==> config.mk <==
export PLATFORM = sky130hd
export DESIGN_NAME = instr_prefetch
export DESIGN_NICKNAME = d
export VERILOG_FILES = /design/src/rtl/prefetch_pkg.sv /design/src/rtl/prefetch_fifo.sv /design/src/rtl/instr_prefetch.sv
export SDC_FILE = /design/constraint.sdc
export NUM_CORES = 1
export LEC_CHECK = 0
export ABC_AREA = 1
export CORE_MARGIN = 3
export CORE_UTILIZATION = 55
export CTS_BUF_LIST = sky130_fd_sc_hd__clkbuf_2
export CTS_CLUSTER_DIAMETER = 50
export DETAILED_ROUTE_END_ITERATION = 7
export GPL_TIMING_DRIVEN = 0
export PLACE_DENSITY = 0.79
export SKIP_CTS_REPAIR_TIMING = 1
export SLEW_MARGIN = 30
export SYNTH_ARGS = -nofsm -noshare
export SYNTH_HDL_FRONTEND = slang
export SYNTH_HIERARCHICAL = 1
export SYNTH_SLANG_ARGS = --single-unit
==> constraint.sdc <==
create_clock -name clock -period 10.3 [get_ports clock]
set_input_delay 1.545 -clock clock [delete_from_list [all_inputs] [get_ports clock]]
set_output_delay 1.545 -clock clock [all_outputs]
set_load 0.01 [all_outputs]
==> src/rtl/prefetch_pkg.sv <==
// Shared types and default sizing for the instruction prefetch unit.
package prefetch_pkg;

    localparam int unsigned DEFAULT_DEPTH  = 4;
    localparam int unsigned DEFAULT_ADDR_W = 8;
    localparam int unsigned DEFAULT_DATA_W = 32;
    localparam int unsigned DEFAULT_PC_W   = 16;

    typedef enum logic [1:0] {
        S_IDLE   = 2'd0,
        S_STREAM = 2'd1,
        S_FLUSH  = 2'd2
    } state_t;

endpackage

==> src/rtl/prefetch_fifo.sv <==
// Small synchronous FIFO holding {instruction, pc} entries; head is read combinationally.
module prefetch_fifo
    import prefetch_pkg::*;
#(
    parameter int unsigned DEPTH = DEFAULT_DEPTH,
    parameter int unsigned WIDTH = DEFAULT_DATA_W + DEFAULT_PC_W,
    localparam int unsigned PTR_W = $clog2(DEPTH),
    localparam int unsigned CNT_W = $clog2(DEPTH + 1)
) (
    input  logic             clock,
    input  logic             reset,
    input  logic             clear,
    input  logic             push,
    input  logic             pop,
    input  logic [WIDTH-1:0] wdata,
    output logic [WIDTH-1:0] head,
    output logic [CNT_W-1:0] count
);

    logic [WIDTH-1:0] mem_q [DEPTH];
    logic [PTR_W-1:0] wr_ptr_q;
    logic [PTR_W-1:0] rd_ptr_q;
    logic [CNT_W-1:0] count_q;

    // Pointers wrap naturally because DEPTH is a power of two.
    always_ff @(posedge clock or posedge reset) begin
        if (reset) begin
            for (int i = 0; i < DEPTH; i++) begin
                mem_q[i] <= '0;
            end
            wr_ptr_q <= '0;
            rd_ptr_q <= '0;
            count_q  <= '0;
        end else if (clear) begin
            wr_ptr_q <= '0;
            rd_ptr_q <= '0;
            count_q  <= '0;
        end else begin
            if (push) begin
                mem_q[wr_ptr_q] <= wdata;
                wr_ptr_q        <= wr_ptr_q + PTR_W'(1);
            end
            if (pop) begin
                rd_ptr_q <= rd_ptr_q + PTR_W'(1);
            end
            if (push && !pop) begin
                count_q <= count_q + CNT_W'(1);
            end else if (pop && !push) begin
                count_q <= count_q - CNT_W'(1);
            end
        end
    end

    assign head  = mem_q[rd_ptr_q];
    assign count = count_q;

endmodule

==> src/rtl/instr_prefetch.sv <==
// Instruction prefetch: streams sequential words from instruction RAM into a PC-tagged FIFO.
module instr_prefetch
    import prefetch_pkg::*;
#(
    parameter int unsigned DEPTH  = DEFAULT_DEPTH,
    parameter int unsigned ADDR_W = DEFAULT_ADDR_W,
    parameter int unsigned DATA_W = DEFAULT_DATA_W,
    parameter int unsigned PC_W   = DEFAULT_PC_W,
    localparam int unsigned CNT_W = $clog2(DEPTH + 1)
) (
    input  logic              clock,
    input  logic              reset,
    output logic              mem_en,
    output logic              mem_we,
    output logic [ADDR_W-1:0] mem_addr,
    output logic [DATA_W-1:0] mem_wdata,
    input  logic [DATA_W-1:0] mem_rdata,
    input  logic              flush,
    input  logic [PC_W-1:0]   flush_pc,
    output logic              instr_valid,
    input  logic              instr_ready,
    output logic [DATA_W-1:0] instr_data,
    output logic [PC_W-1:0]   instr_pc,
    output logic [CNT_W-1:0]  occupancy
);

    state_t            state_q, state_d;
    logic [PC_W-1:0]   fetch_pc_q, fetch_pc_d;
    logic              mem_en_q, mem_en_d;
    logic [ADDR_W-1:0] mem_addr_q, mem_addr_d;
    logic [PC_W-1:0]   req_pc_q, req_pc_d;
    logic              pending_q, pending_d;
    logic [PC_W-1:0]   rsp_pc_q, rsp_pc_d;

    logic [CNT_W:0]           in_flight;
    logic                     credit_ok;
    logic                     push;
    logic                     pop;
    logic [DATA_W+PC_W-1:0]   head;

    // A request occupies a slot from issue (mem_en cycle) through its data cycle (pending).
    assign in_flight = {1'b0, occupancy} + {{CNT_W{1'b0}}, mem_en_q}
                     + {{CNT_W{1'b0}}, pending_q};
    assign credit_ok = in_flight < (CNT_W + 1)'(DEPTH);

    always_comb begin
        state_d    = state_q;
        fetch_pc_d = fetch_pc_q;
        mem_en_d   = 1'b0;
        mem_addr_d = mem_addr_q;
        req_pc_d   = req_pc_q;
        pending_d  = mem_en_q;
        rsp_pc_d   = req_pc_q;

        if (flush) begin
            // Kills the request currently on the memory port as well as the data arriving now.
            state_d    = S_FLUSH;
            fetch_pc_d = flush_pc;
            pending_d  = 1'b0;
        end else begin
            case (state_q)
                S_IDLE: begin
                    state_d = S_STREAM;
                end
                S_STREAM: begin
                    if (credit_ok) begin
                        mem_en_d   = 1'b1;
                        mem_addr_d = fetch_pc_q[ADDR_W-1:0];
                        req_pc_d   = fetch_pc_q;
                        fetch_pc_d = fetch_pc_q + PC_W'(1);
                    end
                end
                S_FLUSH: begin
                    state_d = S_STREAM;
                end
                default: begin
                    state_d = S_IDLE;
                end
            endcase
        end
    end

    always_ff @(posedge clock or posedge reset) begin
        if (reset) begin
            state_q    <= S_IDLE;
            fetch_pc_q <= '0;
            mem_en_q   <= 1'b0;
            mem_addr_q <= '0;
            req_pc_q   <= '0;
            pending_q  <= 1'b0;
            rsp_pc_q   <= '0;
        end else begin
            state_q    <= state_d;
            fetch_pc_q <= fetch_pc_d;
            mem_en_q   <= mem_en_d;
            mem_addr_q <= mem_addr_d;
            req_pc_q   <= req_pc_d;
            pending_q  <= pending_d;
            rsp_pc_q   <= rsp_pc_d;
        end
    end

    assign push = pending_q && !flush;
    assign pop  = instr_valid && instr_ready && !flush;

    prefetch_fifo #(
        .DEPTH (DEPTH),
        .WIDTH (DATA_W + PC_W)
    ) u_fifo (
        .clock (clock),
        .reset (reset),
        .clear (flush),
        .push  (push),
        .pop   (pop),
        .wdata ({mem_rdata, rsp_pc_q}),
        .head  (head),
        .count (occupancy)
    );

    assign instr_valid = (occupancy != '0);
    assign instr_data  = head[PC_W +: DATA_W];
    assign instr_pc    = head[PC_W-1:0];

    assign mem_en    = mem_en_q;
    assign mem_addr  = mem_addr_q;
    assign mem_we    = 1'b0;
    assign mem_wdata = '0;

endmodule

Yosys cells after proc, flatten, opt, wreduce, memory -nomap -nowiden
Index checks and enable logic that the tools add are counted.
{ "totals": {"reg_bits": 259, "input_bits": 52, "out_inout_bits": 94, "wordCells": 73} }
{ "op_classes": {"addsub": 7, "order_cmp": 4, "n_eq_ne": 3, "n_mux": 22, "n_bitwise": 3, "reduce_logical": 20} }
{ "op_table": {"columns": ["op", "count"], "rows": [
  ["$bwmux W192", 1],
  ["$mux W48", 3],
  ["$bmux W48 S2", 1],
  ["$demux W48 S2", 1],
  ["$mux W16", 3],
  ["$add A16 B1 Y16 const B", 1],
  ["$mux W2", 5],
  ["$mux W3", 3],
  ["$reduce_bool A2 Y1", 4],
  ["$ge A3 B3 Y1 const B", 2],
  ["$logic_and A1 B1 Y1", 6],
  ["$not A2 Y3", 2],
  ["$reduce_bool A3 Y1", 2],
  ["$add A2 B1 Y2 const B", 2],
  ["$add A3 B1 Y4", 1],
  ["$add A4 B1 Y4", 1],
  ["$lt A4 B3 Y1 const B", 1],
  ["$mux W1", 4],
  ["$pmux W2 S2", 1],
  ["$reduce_and A2 Y1", 2],
  ["$add A3 B1 Y3 const B", 1],
  ["$logic_not A1 Y1", 3],
  ["$lt A3 B1 Y1 const B", 1],
  ["$reduce_and A3 Y1", 1],
  ["7 further kinds", 7]
]} }

Depth between registers and ports, before layout
Gate-level depths: netlist of the first run.
{ "logic_depth": {"word_depth": 7, "mapped_depth": 12, "ltp_nobuf": 11} }

By module
The synthesis of the first run kept the hierarchy.
{ "by_module_without_submodules": {"columns": ["mod", "n_inst", "cells_per_inst", "area_each_um2", "seq_area_each_um2"], "rows": [
  ["prefetch_fifo", 1, 995, 8743.4, 4979.8],
  ["instr_prefetch", 1, 301, 2606.2, 1301.2]
]} }

Worst setup path after synthesis of the first run
No wires, ideal clock.
{ "synth_timing": {"path_type": "input to register", "start": "input port flush", "end": "register u_fifo.count_q[2], in the netlist u_fifo/count[2]", "setup_time_ns": 0.117, "t_arrival_ns": 3.081, "required_time_ns": 10.183, "slack_ns": 7.102, "stages": 12, "path_buffers": 2, "cell_sequence": "buf_2 -> clkbuf_1 -> nor2_1 -> inv_2 -> nor2_1 -> fa_1 -> inv_1 -> nand2_1 -> nand3_1 -> nand2_1 -> nand2_1 -> nand2_1"} }
{ "synth_via": {"word_cells_on_any_way": 10, "classes_between": "2 x mux; 8 x reduce/logical"} }
{ "synth_rtl": {"columns": ["item", "line_no", "rtl"], "rows": [
  ["from (decl)", "instr_prefetch.sv:18", "input logic flush,"],
  ["$logic_not A1 Y1 *", "instr_prefetch.sv:103", "assign push = pending_q && !flush;"],
  ["$logic_and A1 B1 Y1 *", "instr_prefetch.sv:103", null],
  ["net push", "instr_prefetch.sv:37", "logic push;"],
  ["$logic_and A1 B1 Y1 or $logic_not A1 Y1 (tied branches)", "prefetch_fifo.sv:46, prefetch_fifo.sv:48", null],
  ["$mux W3 or $logic_and A1 B1 Y1 (tied branches)", "prefetch_fifo.sv:46, prefetch_fifo.sv:48", null],
  ["$mux W3 or $reduce_bool A3 Y1 (tied branches)", null, null],
  ["to (signal assigned)", "prefetch_fifo.sv:47", "count_q <= count_q + CNT_W'(1);"],
  ["to (signal assigned)", "prefetch_fifo.sv:49", "count_q <= count_q - CNT_W'(1);"],
  ["to (decl)", "prefetch_fifo.sv:23", "logic [CNT_W-1:0] count_q;"]
]} }
Mark *: on every way through the listed nets, which the timed path passes. The rest lies on a longest branch.
A chain may end at the register's enable or synchronous reset.

Worst setup path after layout of the first run
{ "layout_timing": {"start": "register u_fifo.rd_ptr_q[0]", "end": "output port instr_pc[11]"} }
{ "layout_via": {"elab_chain_cells": 4} }
{ "layout_rtl": {"columns": ["item", "line_no", "rtl"], "rows": [
  ["from (decl)", "prefetch_fifo.sv:22", "logic [PTR_W-1:0] rd_ptr_q;"],
  ["from (signal assigned)", "prefetch_fifo.sv:44", "rd_ptr_q <= rd_ptr_q + PTR_W'(1);"],
  ["$not A2 Y3 (implied by the code)", "prefetch_fifo.sv:54", "assign head = mem_q[rd_ptr_q];"],
  ["$bmux W48 S2", "prefetch_fifo.sv:54", null],
  ["$mux W48 (implied by the code) (2 in a row)", "prefetch_fifo.sv:54", null],
  ["to (decl)", "instr_prefetch.sv:23", "output logic [PC_W-1:0] instr_pc,"]
]} }
No other way between the ends. The select of a mux whose other input is x is not followed.

==> metrics.cfg, run 1 <==
[outcome]
status=complete, no violations

[floorplanning]
core_area_sq_um=19800
start_util_pct=57.2
die_w_um=150
rows=51
die_h_um=150
io-pin-count=146
die_area_sq_um=22400

[timing]
finalHoldViolCount=0
max_freq_mhz=221
finalMaxSlewViolations=0
rsz0062_at_grt=no
tns_ns=0
setup_viol=0
worst_slew_pin_slew_ns=0.792
fin_skew_ns=0.0496
min_period_over_period_pct=43.9
slew-limit-headroom_pct=47.2
min_period_ns=4.52

[global_routing]
grt_max_degree=80
grt_pass1_vias=9811
grt_pass1_wl_mm=48.5
overflow=0
grt_usage_pct=27.3
antenna_found_initial=1

[placement]
io_buffers=112
dp_hpwl_mm=19.8
gp_congestion=0.885

[drt]
dr.pass1.iters=6
wl_per_cell_um=16.6
wl_met1_mm=12.1
route.met2.wl_mm=14.5
drt.antenna.violating_nets=0
drtIter0Drc=764
dr_total_vias=9897
wl_met3_mm=2.87
highest_layer=met4
route.final.wire_length_mm=30.1
drc=0
routed_via_density=5.46

[setup_path]
crit_buf_inv=4
arrival_ns=2.98
slowest_stage=clkdlybuf4s50_1
crit_path_frequent_cell=buf_4
path_class=flop to primary output
critPathLaunchType=flop
path_delay_family=buffers and inverters
worstPathRequired_ns=8.76
cp-end-kind=primary output
critPathMaxStageDelay_ns=0.59
worstPathMaxFanout=10
path_cells=buf_4 -> buf_4 -> clkbuf_1 -> nor2_1 -> o22ai_1 -> clkdlybuf4s50_1

[synth]
synth-seq-area-share_pct=55.3
synth.distinct_cells=31
synth_top_family_by_area=compound AO/OA/AOI/OAI gates
netlist_area_sq_um=11300
yosysWarnings=6
synth_fa_ha_area_share_pct=0.838
yosys.area_share.simple_pct=16.4
synth_compound_area_share_pct=17.0
synth_area_per_cell_sq_um=8.76
synth-seq-cells=251
synthMuxAreaShare_pct=0
synthCells=1296
synth-xor-area-share_pct=0.386

[clock_network]
cts_buffers=66
htreeDepth=3
root_buffer=clkbuf_2
cts.sinks=251
path_clk_slew_ns=0.09
cts_max_path_buffers=3
clk_latency_ns=0.79
cts_tree=built

[cells_and_area]
seq_area_sq_um=6280
nFillCells=1635
layout_common_cells=nand2_1 (296), dfrtp_1 (251), o21ai_1 (163)
final_core_util_pct=68.2
num-nets-final=1569
area_delta_synth_final_pct=19.3
drive_gt1_share_pct=12.4
final_common_cell=nand2_1
multi_input_area_sq_um=4060

[power]
p_leak_nw=6.66
ir_drop_v=0.0000985
powerDensity_nw_per_um2=171

[hold_path]
hold_class=flop to flop

[run]
drv_cap=0

kinds of logic (layout without fill, tap and decap cells):
kind of cell	after synthesis	after routing
compound gates	368	368
xor+xnor	5	5
fa+ha+maj	7	7
buf+inv	204	421
flops	251	251
other cells	1	34
simple gates	460	460
report_power, final:
part | internal [mW] | total [mW] | switching, mW
Clock | 0.279 | 0.662 | 0.383
Combinational | 0.243 | 0.516 | 0.273
Sequential | 1.07 | 1.13 | 0.0586
Total | 1.60 | 2.31 | 0.714
Yosys cell counts (all sizes together):
cell type / count / area, sq um
clkbuf: 39 / 148
xnor2: 3 / 26.3
inv: 82 / 308
o21bai: 1 / 7.51
dfrtp: 251 / 6280
xor2: 2 / 17.5
o211ai: 2 / 15.0
conb: 1 / 3.75
nor3: 3 / 15.0
ha: 6 / 75.1
nand3b: 1 / 7.51
nand2: 300 / 1160
o21a: 8 / 60.1
o21ai: 304 / 1520
nor2: 119 / 482
a22o: 1 / 8.76
o22ai: 48 / 300
nor3b: 1 / 12.5
nand3: 31 / 155
a21oi: 4 / 20.0
nand4: 5 / 31.3
buf: 83 / 678
fa: 1 / 20.0
flip-flops by register name, summed over array words and instances (netlist names):
signal           cells
mem_en               1
u_fifo/count         3
fetch_pc_q          16
state_q              2
mem_addr             7
pending_q            1
req_pc_q             9
u_fifo/mem_q       192
u_fifo/rd_ptr_q      2
u_fifo/wr_ptr_q      2
rsp_pc_q            16
layer usage:
metal,GRT usage [%],up-vias
li1,-,4646
met1,35.8,4673
met2,43.9,514
met3,5.84,64
met4,12.3,0
met5,0,-
stage by stage:
stage               setup slack, ns  hold slack, ns  cells  power, mW  instance area [sq um]
CTS                            5.75           0.373   1810       2.33                  13500
global route                   5.62           0.376   1811       2.44                  13500
detailed placement             5.76           0.363   1707       1.67                  13000
floorplan                      3.33           0.348   1328       1.42                  11500
global placement              0.894           0.357   1705       1.65                  12900
finish                         5.78           0.375   1811       2.31                  13500
final timing paths:
kind	cells past startpoint	slack [ns]	end	startpoint
setup / recovery	6	5.78	instr_pc[11]	u_fifo/rd_ptr_q[0]
hold / removal	0	0.38	rsp_pc_q[8]	req_pc_q[8]
setup reg to reg	10	8.26	u_fifo/count[2]	u_fifo/count[2]
hold reg to reg	0	0.38	rsp_pc_q[8]	req_pc_q[8]
max in group asynchronous	3	8.24	u_fifo/mem_q[159]	reset
min in group asynchronous	2	1.29	u_fifo/mem_q[44]	reset
worst reg2reg max path: stages (launching register included):
cell and delay, ns:
dfrtp_1 0.51, nor3_1 0.10, nor2_1 0.39, nor2_1 0.15
fa_1 0.42, inv_1 0.09, nand2_1 0.05, nand3_1 0.08
nand2_1 0.05, nand2_1 0.05, nand2_1 0.05
area by class of cell:
cell class                 count  share of cell area [%]
clock buffer                  89                    3.29
buffer                       122                    6.10
sequential                   251                    46.4
inverter                      82                    2.35
multi-input combinational    873                    29.9
antenna                        1                  0.0185
timing repair buffer         114                    8.69
clock inverter                14                   0.785
tap                          265                    2.45
Note: power is estimated with default switching activity, not from simulation.
==> inputs of run 2 (changes only) <==
- CORE_UTILIZATION: 55 -> 52
- clock period: 10.3 -> 4 ns (I/O delays scaled with it)
==> run 2 against run 1 <==
Clock power grew 150%. Sequential cell count stayed put. Via count decreased by 0.31%. Critical endpoint is now instr_pc[8]. Setup slack worse by 5.4 ns. Worst hold slack got worse by 0.077 ns. Combinational power grew to 2.6 times the previous value. Power grew to 2.6 times the previous value.
==> metrics.cfg, run 2 (same netlist as run 1, synthesis figures left out) <==
[timing]
rsz0062_at_grt=no
min_period_over_period_pct=90.8
tns_ns=0  ; unchanged
slew-limit-headroom_pct=53.6  ; +6.3 points
setup_viol=0  ; unchanged
whs_ns=0.298  ; -0.0766 ns
min_period_ns=3.63
finalHoldViolCount=0  ; unchanged
fin_skew_ns=0.0754  ; +0.0258 ns
finalMaxSlewViolations=0  ; unchanged
max_freq_mhz=275
worst_slew_pin_slew_ns=0.697  ; -0.0949 ns

[power]
ir_drop_v=0.000237  ; +140%
p_leak_nw=6.70  ; +0.63%
power_mw=5.90  ; +160%
powerDensity_nw_per_um2=433  ; +150%

[global_routing]
grt_usage_pct=25.6  ; -1.6 points
grt_pass1_vias=9961  ; +1.5%
grt_max_degree=53  ; -34%
grt_pass1_wl_mm=49.4  ; +2.0%
overflow=0  ; unchanged
antenna_found_initial=1  ; unchanged

[clock_network]
path_clk_slew_ns=0.10  ; about the same
root_buffer=clkbuf_2
cts.sinks=251  ; unchanged
htreeDepth=3  ; unchanged
cts_max_path_buffers=3  ; unchanged
clk_latency_ns=0.83  ; +0.04 ns
cts_buffers=66  ; unchanged
cts_tree=built

[cells_and_area]
num-nets-final=1574  ; +0.32%
multi_input_area_sq_um=4060  ; unchanged
area_delta_synth_final_pct=20.0
final_common_cell=nand2_1
layout_common_cells=nand2_1 (296), dfrtp_1 (251), o21ai_1 (163)
drive_gt1_share_pct=13.1  ; +0.72 points
seq_area_sq_um=6280  ; unchanged
largest_registers=u_fifo/mem_q x192, fetch_pc_q x16, rsp_pc_q x16
largest_reg_flops=192  ; unchanged
top_register=u_fifo/mem_q
nFillCells=1806  ; +10%

[floorplanning]
io-pin-count=146  ; unchanged
start_util_pct=53.5  ; -3.7 points
die_area_sq_um=23600  ; +5.5%
core_area_sq_um=21200  ; +6.9%
rows=53  ; +3.9%
die_h_um=154  ; +2.7%
die_w_um=154  ; +2.7%

[drt]
drc=0  ; unchanged
wl_per_cell_um=16.4  ; -1.1%
route.final.wire_length_mm=30.1  ; -0.15%
dr_total_vias=9866  ; -0.31%
routed_via_density=5.40  ; -1.2%
dr.pass1.iters=7  ; +1
drt.antenna.violating_nets=0  ; unchanged
drtIter0Drc=904  ; +18%

[setup_path]
reg2reg_to=u_fifo/count[2]
critPathLaunchType=flop
timing.rr.start=u_fifo/count[2]
worstPathRequired_ns=3.40  ; -5.36 ns
worstPathMaxFanout=10  ; unchanged
rrSetupSlack_ns=1.91  ; -6.35 ns
cp-end-kind=primary output
ff2ff_path_depth=10  ; unchanged
arrival_ns=3.03  ; +0.05 ns
path_class=flop to primary output

[run]
drv_cap=0  ; unchanged

[placement]
io_buffers=112  ; unchanged
gp_congestion=0.969  ; +9.4%
dp_hpwl_mm=20.1  ; +1.5%

[outcome]
status=complete, no violations

[hold_path]
hold_class=input pin to asynchronous set/reset pin

run 2: cell types whose count changed in the layout (fill, tap and decap cells not counted):
cell	before	now
buf_12	0	5
bufinv_16	2	0
clkbuf_2	90	98
clkinv_1	10	5
clkinv_2	1	2
clkinvlp_4	0	1
inv_8	1	0
run 2: worst max-delay path by stage:
| stage | slack, ns | startpoint | end | cells after the start |
|---|---|---|---|---|
| after floorplan | 0.83 | reset | u_fifo/count[0] | 1 |
| after global placement | -0.64 | reset | u_fifo/mem_q[22] | 2 |
| after detailed placement | 0.51 | flush | u_fifo/count[2] | 13 |
| after CTS | 0.35 | u_fifo/rd_ptr_q[1] | instr_pc[10] | 5 |
| after global routing | 0.17 | u_fifo/rd_ptr_q[0] | instr_pc[9] | 6 |
| final | 0.37 | u_fifo/rd_ptr_q[0] | instr_pc[8] | 6 |
run 2: layout make-up:
cell class | instances | area share (%)
sequential | 251 | 46.1
multi-input combinational | 873 | 29.8
timing repair buffer | 119 | 9.37
buffer | 122 | 6.06
clock buffer | 97 | 3.57
tap | 275 | 2.53
inverter | 82 | 2.31
clock inverter | 8 | 0.239
antenna | 1 | 0.0184
run 2: critical path, stage by stage, from the launching register on:
cell             delay, ns
dfrtp_1               0.34
buf_4                 0.16
buf_4                 0.20
clkbuf_1              0.55
nor2_1                0.11
o22ai_1               0.28
clkdlybuf4s50_1       0.60
run 2: layer usage:
metal | wire (um) | global-route usage, % | vias up | part of all wire, %
met5 | 0 | 0 | - | 0
met4 | 758 | 10.4 | 0 | 2.5
met3 | 2730 | 5.49 | 70 | 9.1
met2 | 14500 | 41.9 | 494 | 48
met1 | 12100 | 33.5 | 4641 | 40
li1 | - | - | 4661 | -
run 2: power by group:
group / leakage (nW) / internal, mW / total, mW / switching [mW]
clock: 0.423 / 0.631 / 1.63 / 1.00
combinational: 2.92 / 0.636 / 1.35 / 0.711
sequential: 3.36 / 2.77 / 2.92 / 0.149
total: 6.70 / 4.03 / 5.90 / 1.86
run 2: stage by stage:
stage                     utilization (%)  instances  instance area, sq um  setup WS (ns)
after floorplan                         -       1328                 11500          0.826
after global placement               61.0       1715                 12900         -0.637
after detailed placement             61.7       1722                 13100          0.509
after CTS                            64.2       1827                 13600          0.354
after global routing                 64.2       1828                 13600          0.172
final                                64.2       1828                 13600          0.370
==> inputs of run 3 (changes only) <==
- PLACE_DENSITY: 0.79 -> 0.91
==> run 3 against run 2 <==
Combinational power is essentially flat. Largest power group unchanged. Non-clock buffer count unchanged. Power is 1.9% lower. Clock power fell by 8%.
==> metrics.cfg, run 3 (same netlist as run 1, synthesis figures left out) <==
[clock_network]
cts_buffers=58  ; -12%
cts_max_path_buffers=3  ; unchanged
root_buffer=clkbuf_2
path_clk_slew_ns=0.11  ; about the same
cts.sinks=251  ; unchanged
htreeDepth=2  ; -1
cts_tree=built
clk_latency_ns=0.84  ; about the same

[timing]
max_freq_mhz=270  ; -1.8%
slew-limit-headroom_pct=52.8  ; -0.71 points
min_period_over_period_pct=92.5  ; +1.7 points
fin_skew_ns=0.0682  ; -0.00721 ns
worst_slew_pin_slew_ns=0.707  ; +0.0107 ns
min_period_ns=3.70  ; +0.0682 ns
setup_viol=0  ; unchanged
rsz0062_at_grt=no
whs_ns=0.233  ; -0.0651 ns
finalHoldViolCount=0  ; unchanged
finalMaxSlewViolations=0  ; unchanged

[outcome]
status=complete, no violations

[setup_path]
timing.rr.start=u_fifo/count[2]
worstPathMaxFanout=10  ; unchanged
rrSetupSlack_ns=1.89  ; -0.02 ns
ff2ff_path_depth=10  ; unchanged
path_class=flop to primary output
reg2reg_to=u_fifo/count[2]
worstPathRequired_ns=3.40  ; about the same
arrival_ns=3.10  ; +0.07 ns
critPathLaunchType=flop
cp-end-kind=primary output

[global_routing]
antenna_found_initial=0  ; -1
grt_pass1_vias=10100  ; +1.6%
grt_usage_pct=25.7  ; about the same
grt_max_degree=53  ; unchanged
grt_pass1_wl_mm=50.0  ; +1.1%
overflow=0  ; unchanged

[power]
power_mw=5.79  ; -1.9%
p_leak_nw=6.64  ; -0.88%
ir_drop_v=0.000207  ; -13%
powerDensity_nw_per_um2=427  ; -1.5%

[placement]
io_buffers=112  ; unchanged
gp_congestion=0.897  ; -7.4%
dp_hpwl_mm=20.8  ; +3.3%

[floorplanning]
start_util_pct=53.5  ; unchanged
die_h_um=154  ; unchanged
core_area_sq_um=21200  ; unchanged
rows=53  ; unchanged
die_w_um=154  ; unchanged
io-pin-count=146  ; unchanged
die_area_sq_um=23600  ; unchanged

[drt]
dr_total_vias=10100  ; +2.8%
dr.pass1.iters=7  ; unchanged
routed_via_density=5.58  ; +3.4%
route.final.wire_length_mm=30.7  ; +2.1%
drt.antenna.violating_nets=0  ; unchanged
drtIter0Drc=1033  ; +14%
wl_per_cell_um=16.9  ; +2.6%
drc=0  ; unchanged

[cells_and_area]
nFillCells=1680  ; -7.0%
final_common_cell=nand2_1
antennaDiodeCount=0  ; -1
num-nets-final=1566  ; -0.51%
layout_common_cells=nand2_1 (296), dfrtp_1 (251), o21ai_1 (163)
largest_registers=u_fifo/mem_q x192, fetch_pc_q x16, rsp_pc_q x16
top_register=u_fifo/mem_q
drive_gt1_share_pct=12.0  ; -1.1 points
area_delta_synth_final_pct=19.5
largest_reg_flops=192  ; unchanged

[hold_path]
hold_class=input pin to asynchronous set/reset pin

[run]
drv_cap=0  ; unchanged

run 3: area by class of cell:
| class | instances | area, sq um | area share [%] |
|---|---|---|---|
| flip-flops and latches | 251 | 6280 | 46.3 |
| multi-input cells | 873 | 4060 | 29.9 |
| repair buffers | 119 | 1280 | 9.41 |
| plain buffers | 122 | 826 | 6.09 |
| clock buffers | 81 | 405 | 2.99 |
| well taps | 275 | 344 | 2.54 |
| inverters | 82 | 314 | 2.32 |
| clock inverters | 16 | 61.3 | 0.452 |
run 3: where the power goes:
part           internal [mW]  total [mW]  switching (mW)
Sequential              2.77        2.92           0.155
Clock                  0.537        1.50           0.965
Combinational          0.637        1.36           0.724
run 3: stage by stage:
stage,area [sq um],cells,util (%),setup TNS [ns],worst slack (ns)
2_1_floorplan,11500,1328,-,0,0.826
3_3_place_gp,12900,1715,61.0,-115.82,-0.600
3_5_place_dp,13100,1722,61.7,0,0.528
4_1_cts,13600,1819,63.9,0,0.325
5_1_grt,13600,1819,63.9,0,0.123
6_report,13600,1819,63.9,0,0.301
run 3: how the worst max path moves through the flow:
stage / startpoint / to
5_1_grt: u_fifo/rd_ptr_q[0] / instr_pc[9]
3_5_place_dp: flush / u_fifo/mem_q[178]
2_1_floorplan: reset / u_fifo/count[0]
6_report: u_fifo/rd_ptr_q[0] / instr_pc[8]
4_1_cts: u_fifo/rd_ptr_q[0] / instr_pc[8]
3_3_place_gp: reset / u_fifo/mem_q[23]
run 3: critical path: stages (launching register included):
cell	delay (ns)
dfrtp_1	0.34
buf_4	0.15
buf_4	0.19
clkbuf_1	0.56
nor2_1	0.12
o22ai_1	0.30
clkdlybuf4s50_1	0.61
run 3: layer usage:
metal / share of wire (%) / vias to the layer above / wire length, um / track usage (%)
li1: - / 4632 / - / -
met1: 38 / 4764 / 11600 / 33.2
met2: 48 / 674 / 14800 / 41.8
met3: 11 / 77 / 3510 / 6.25
met4: 2.5 / 0 / 780 / 10.6
met5: 0 / - / 0 / 0
==> variant 1: new RTL, settings of run 1 <==
Set the package constant `DEFAULT_PC_W` to 32 (it was 16).
--- a/src/rtl/prefetch_pkg.sv
+++ b/src/rtl/prefetch_pkg.sv
@@ -5,5 +5,5 @@
     localparam int unsigned DEFAULT_ADDR_W = 8;
     localparam int unsigned DEFAULT_DATA_W = 32;
-    localparam int unsigned DEFAULT_PC_W   = 16;
+    localparam int unsigned DEFAULT_PC_W   = 32;
 
     typedef enum logic [1:0] {
Ports: changed (resized flush_pc and instr_pc); port bits go from 146 to 178. The function was not compared with the original's and may differ.
==> variant 1 against run 1 <==
Design area is 43% higher. Area after synthesis rose by 45%. Sequential cell count grew 112. Global-route usage up 1.1 points. Routed wire length rose by 48%. Critical path depth stayed put. First-iteration DRC count is 100% higher. Power grew 44%. Hold slack gained 11 ps. Setup slack worse by 120 ps. Sequential share of layout area increased by 0.37 points. Critical path type unchanged.
==> variant 1: results (changes against run 1) <==
| Metric | Value |
|---|---|
| Initial antenna violation count | `1 (unchanged)` |
| Seq/Total Area, Yosys | `55.3% (about the same)` |
| Met2 wire len | `21,200 um (+46%)` |
| 1st-iter DRT viols | `1,562 (+100%)` |
| CP max FO | `10 (unchanged)` |
| Min-delay worst type | `flop to flop` |
| Tot GR Track Use | `28.3% (+1.1 points)` |
| Share of post-route cells with drive strength above 1 | `13.0% (+0.62 points)` |
| Largest net degree at the start of global routing | `96 (+20%)` |
| Yosys Warn Count | `6 (unchanged)` |
| Met1 usage | `38.7% (+2.9 points)` |
| GR Layer Usage met2 | `45.5% (+1.6 points)` |
| Largest regs | `u_fifo/mem_q x256, fetch_pc_q x32, rsp_pc_q x32` |
| Most frequent cells after synthesis | `nand2_1, dfrtp_1, o21ai_1, nor2_1, o21ai_0` |
| Async SR Flop Fraction | `100% (unchanged)` |
| Worst vdd ir | `0.0815 mV (-17%)` |
| Synth cell types | `37 (+19%)` |
| Met3 Use GR | `4.32% (-1.5 points)` |
| Met1 Wirelength | `18,500 um (+53%)` |
| Vias in the first global route | `14.1k (+43%)` |
| Met3 routed WL | `3470 um (+21%)` |
| Num CTS Buffers | `91 (+38%)` |
| Average vias per placed instance | `5.50 (+0.68%)` |
| R2r worst-path depth | `10 (unchanged)` |
| Worst clock skew | `69.4 ps (+19.8 ps)` |
| Leak | `9.40 nW (+41%)` |
| Relative slew slack | `46.2% (-1.0 points)` |
| First-pass GRT wire length | `72,000 um (+49%)` |
| Post-route insts no fill | `2,627 (+45%)` |
| Final net count | `2,260 (+44%)` |
| Synth Instances | `1,912 (+48%)` |
| Clock latency on the worst-skew pair | `880 ps (+90 ps)` |
| Layout fillers | `2,463 (+51%)` |
| Worst EP arrival | `3100 ps (+120 ps)` |
| Drt first pass iters | `8 (+2)` |
| Final Routed Wirelength | `44,500 um (+48%)` |
| Status | `complete, no violations` |
| Buffers on Ports | `144 (+29%)` |
| Post-DP HPWL | `30,600 um (+54%)` |
| Routability cong. | `0.965 (+9.1%)` |
| R2r setup slk | `8140 ps (-120 ps)` |
| Post-Place Cells | `2,476 (+45%)` |
| H-tree levels | `3 (unchanged)` |
| Max layer used | `met4` |
| Synth top area cells | `dfrtp_1, nand2_1, o21ai_1` |
-- variant 1: cell count changes in the layout (fill, tap and decap cells not counted), moves of 8 or more --
| cell | run 1 | this run |
|---|---|---|
| clkbuf_2 | 90 | 132 |
| o211ai_1 | 2 | 10 |
| buf_4 | 45 | 67 |
| nor2_1 | 116 | 183 |
| o22ai_1 | 48 | 64 |
| o21ai_0 | 141 | 183 |
| dfrtp_1 | 251 | 363 |
| nand2_1 | 296 | 426 |
| buf_2 | 14 | 28 |
| o21ai_1 | 163 | 262 |
| nand3_1 | 31 | 61 |
| clkdlybuf4s50_1 | 112 | 144 |
| inv_1 | 78 | 144 |
-- variant 1: per-stage QoR --
| stage | TNS [ps] | worst slack (ps) | util, % | hold WS [ps] | cell area [um^2] |
|---|---|---|---|---|---|
| 3_3_place_gp | -423290 | -1630 | 63.5 | 360 | 18500 |
| 4_1_cts | 0 | 5600 | 66.8 | 374 | 19400 |
| 2_1_floorplan | 0 | 1510 | - | 354 | 16500 |
| 6_report | 0 | 5660 | 66.8 | 387 | 19400 |
| 3_5_place_dp | 0 | 6090 | 63.9 | 364 | 18600 |
| 5_1_grt | 0 | 5410 | 66.8 | 388 | 19400 |
-- variant 1: final cells by class --
class / count / area (um^2) / area share [%]
sequential: 363 / 9080 / 46.7
buffer: 157 / 1030 / 5.32
antenna: 1 / 2.50 / 0.0129
clock buffer: 132 / 661 / 3.40
clock inverter: 18 / 174 / 0.895
timing repair buffer: 148 / 1550 / 7.98
inverter: 151 / 583 / 3.00
tap: 384 / 480 / 2.47
multi-input combinational: 1273 / 5860 / 30.2
-- variant 1: final timing paths --
path | start | to
min in group asynchronous | reset | u_fifo/count[2]
max in group asynchronous | reset | u_fifo/mem_q[223]
min | req_pc_q[15] | rsp_pc_q[15]
max | u_fifo/rd_ptr_q[1] | instr_pc[12]
min reg2reg | req_pc_q[15] | rsp_pc_q[15]
max reg2reg | u_fifo/count[2] | u_fifo/count[2]
-- variant 1: cell families after synthesis --
kind of cell / share of synthesized area (%)
compound gates: 16.7
xor+xnor: 0.107
fa+ha+maj: 0.579
buf+inv: 9.76
flops: 55.3
other cells: 0.0228
simple gates: 17.5
-- variant 1: worst max-delay path: stages, from the launching register on --
cell             delay (ps)
dfrtp_1                 380
inv_1                    80
buf_2                   280
clkbuf_1                410
o21ai_0                 180
o22ai_1                 320
clkdlybuf4s50_1         610
-- variant 1: power breakdown --
part | total, mW | switching [mW] | internal (mW) | leakage [nW]
clock | 0.986 | 0.551 | 0.435 | 0.632
sequential | 1.64 | 0.0856 | 1.56 | 4.89
combinational | 0.693 | 0.389 | 0.303 | 3.88
total | 3.32 | 1.03 | 2.30 | 9.40
==> variant 2: new RTL, config.mk and constraints of run 1 <==
Made on the original files. Take the reset off `mem_addr_q` and load it in a clocked block of its own.
--- a/src/rtl/instr_prefetch.sv
+++ b/src/rtl/instr_prefetch.sv
@@ -86,5 +86,4 @@
             fetch_pc_q <= '0;
             mem_en_q   <= 1'b0;
-            mem_addr_q <= '0;
             req_pc_q   <= '0;
             pending_q  <= 1'b0;
@@ -94,9 +93,12 @@
             fetch_pc_q <= fetch_pc_d;
             mem_en_q   <= mem_en_d;
-            mem_addr_q <= mem_addr_d;
             req_pc_q   <= req_pc_d;
             pending_q  <= pending_d;
             rsp_pc_q   <= rsp_pc_d;
         end
+    end
+
+    always_ff @(posedge clock) begin
+        mem_addr_q <= mem_addr_d;
     end
 
Behaviour: differs if reset is asserted again (counterexample within 4 cycles, from zero or initial values and one cycle with reset high); with reset held inactive, the same outputs for 4 cycles.
==> variant 2 against run 1 <==
Sequential cell count increased by 8. Area after synthesis rose by 1.3%. Hold slack about the same. Routed wire length shrank 2.2%. Synthesized cell count rose by 0.62%. Design area up 1.0%. Power decreased by 2.7%. Setup slack better by 32 ps. Die area rose by 1.3%. Largest power group unchanged.
==> variant 2: results (changes against run 1) <==
| Metric | Value |
|---|---|
| Share of post-route cells with drive strength above 1 | `11.7% (-0.65 points)` |
| CTS Buffer Depth | `3 (unchanged)` |
| Min-delay worst type | `flop to flop` |
| 1st-iter DRT viols | `822 (+7.6%)` |
| EDFF count, synth | `8 (+8)` |
| CP max FO | `10 (unchanged)` |
| First-pass GRT wire length | `47,700 um (-1.5%)` |
| Mux contribution to synthesized area | `0% (unchanged)` |
| Met1 usage | `35.0% (-0.79 points)` |
| Post-Synth Adder-Cell Area | `0.827% (-0.011 points)` |
| Synth Area in Compound Gates | `16.3% (-0.72 points)` |
| Largest net degree at the start of global routing | `87 (+8.8%)` |
| CTS root buffer | `clkbuf_2` |
| Slowest stage delay, CP | `600 ps` |
| Yosys Warn Count | `6 (unchanged)` |
| Post-route insts no fill | `1,834 (+1.3%)` |
| Worst vdd ir | `0.0887 mV (-10%)` |
| Tot GR Track Use | `26.5% (-0.78 points)` |
| Clock latency on the worst-skew pair | `810 ps (+20 ps)` |
| Worst r2r dst | `mem_addr[4]` |
| Final net count | `1,578 (+0.57%)` |
| Reg-to-Reg Start | `u_fifo/count[0]` |
| Met3 Use GR | `6.05% (+0.21 points)` |
| H-tree levels | `3 (unchanged)` |
| Post-DP HPWL | `19,600 um (-1.2%)` |
| Synth cell types | `33 (+6.5%)` |
| R2r setup slk | `8370 ps (+110 ps)` |
| Setup TNS | `0 ps (unchanged)` |
| Async SR Flop Fraction | `96.9% (-3.1 points)` |
| Seq/Total Area, Yosys | `56.7% (+1.4 points)` |
| GR Layer Usage met2 | `42.8% (-1.1 points)` |
| Total number of vias | `9,692 (-2.1%)` |
| Slowest-stage cell, CP | `clkdlybuf4s50_1` |
| Num CTS Buffers | `67 (+1.5%)` |
| R2r worst-path depth | `7 (-3)` |
| Avg Inst Size Synth | `8.82 um^2 (+0.69%)` |
| Post-Place Cells | `1,720 (+0.76%)` |
| Most frequent cells after synthesis | `nand2_1, dfrtp_1, o21ai_1, o21ai_0, nor2_1` |
| Status | `complete, no violations` |
| Largest Register | `u_fifo/mem_q` |
| Hold path start | `req_pc_q[0]` |
| Clk slew on worst S/H paths | `110 ps (+20 ps)` |
| Least-Margin Pin Slew | `659 ps (-133 ps)` |
| Final Routed Wirelength | `29,400 um (-2.2%)` |
| Worst clock skew | `55.8 ps (+6.23 ps)` |
| Grt total ovfl | `0 (unchanged)` |
| CP endpoint | `instr_pc[7]` |
| Leak | `6.68 nW (+0.37%)` |
| Initial antenna violation count | `1 (unchanged)` |
| Drt first pass iters | `6 (unchanged)` |
| Synth top area cells | `dfrtp_1, nand2_1, o21ai_1` |
| Worst EP arrival | `2950 ps (-30 ps)` |
| XOR/XNOR share of the synthesized area | `0.457% (+0.071 points)` |
| Routability cong. | `0.837 (-5.4%)` |
| Max reg flops | `192 (unchanged)` |
## variant 2: worst min path at each step
stage | to | slack (ps) | cells after the start
finish | rsp_pc_q[0] | 380 | 0
global route | rsp_pc_q[0] | 380 | 0
CTS | rsp_pc_q[0] | 370 | 0
detailed placement | rsp_pc_q[8] | 360 | 0
global placement | rsp_pc_q[2] | 360 | 0
floorplan | rsp_pc_q[10] | 350 | 0
## variant 2: where the power goes
group,switching [mW],leakage (nW),internal [mW]
sequential,0.0517,3.47,1.10
combinational,0.253,2.81,0.208
clock,0.402,0.412,0.231
total,0.706,6.68,1.54
## variant 2: worst max-delay path, delay by kind of cell (launching register included)
family / cells / cell delay (ps)
flops: 1 / 370
compound gates: 2 / 420
buf+inv: 4 / 1360
## variant 2: per-stage QoR
stage | setup WS (ps) | cell area, um^2 | hold slack [ps] | util, % | total power [mW]
after floorplan | 3330 | 11600 | 354 | - | 1.42
after global placement | 856 | 13100 | 359 | 64.2 | 1.62
after detailed placement | 5990 | 13100 | 363 | 64.5 | 1.64
after CTS | 5810 | 13700 | 374 | 67.2 | 2.27
after global routing | 5650 | 13700 | 384 | 67.2 | 2.39
final | 5810 | 13700 | 375 | 67.2 | 2.25
## variant 2: cell type report
class,count,area [um^2]
Timing Repair Buffer,114,1180
Clock buffer,87,435
Buffer,113,737
Tap cell,270,338
Multi-Input combinational cell,873,4020
Fill cell,1685,6680
Antenna cell,1,2.50
Clock inverter,26,100
Sequential cell,259,6520
Inverter,91,352
## variant 2: metal layers
layer,up-vias,part of all wire [%]
li1,4684,-
met1,4503,41
met2,444,48
met4,0,2.3
met3,61,9.4
met5,-,0
## variant 2: logic make-up after synthesis
family,Yosys count
AOI/OAI and AO/OA,360
adders and majority gates,7
xor gates and xnor gates,6
and+or+nand+nor,467
other,1
DFF,259
buffers and inverters,204
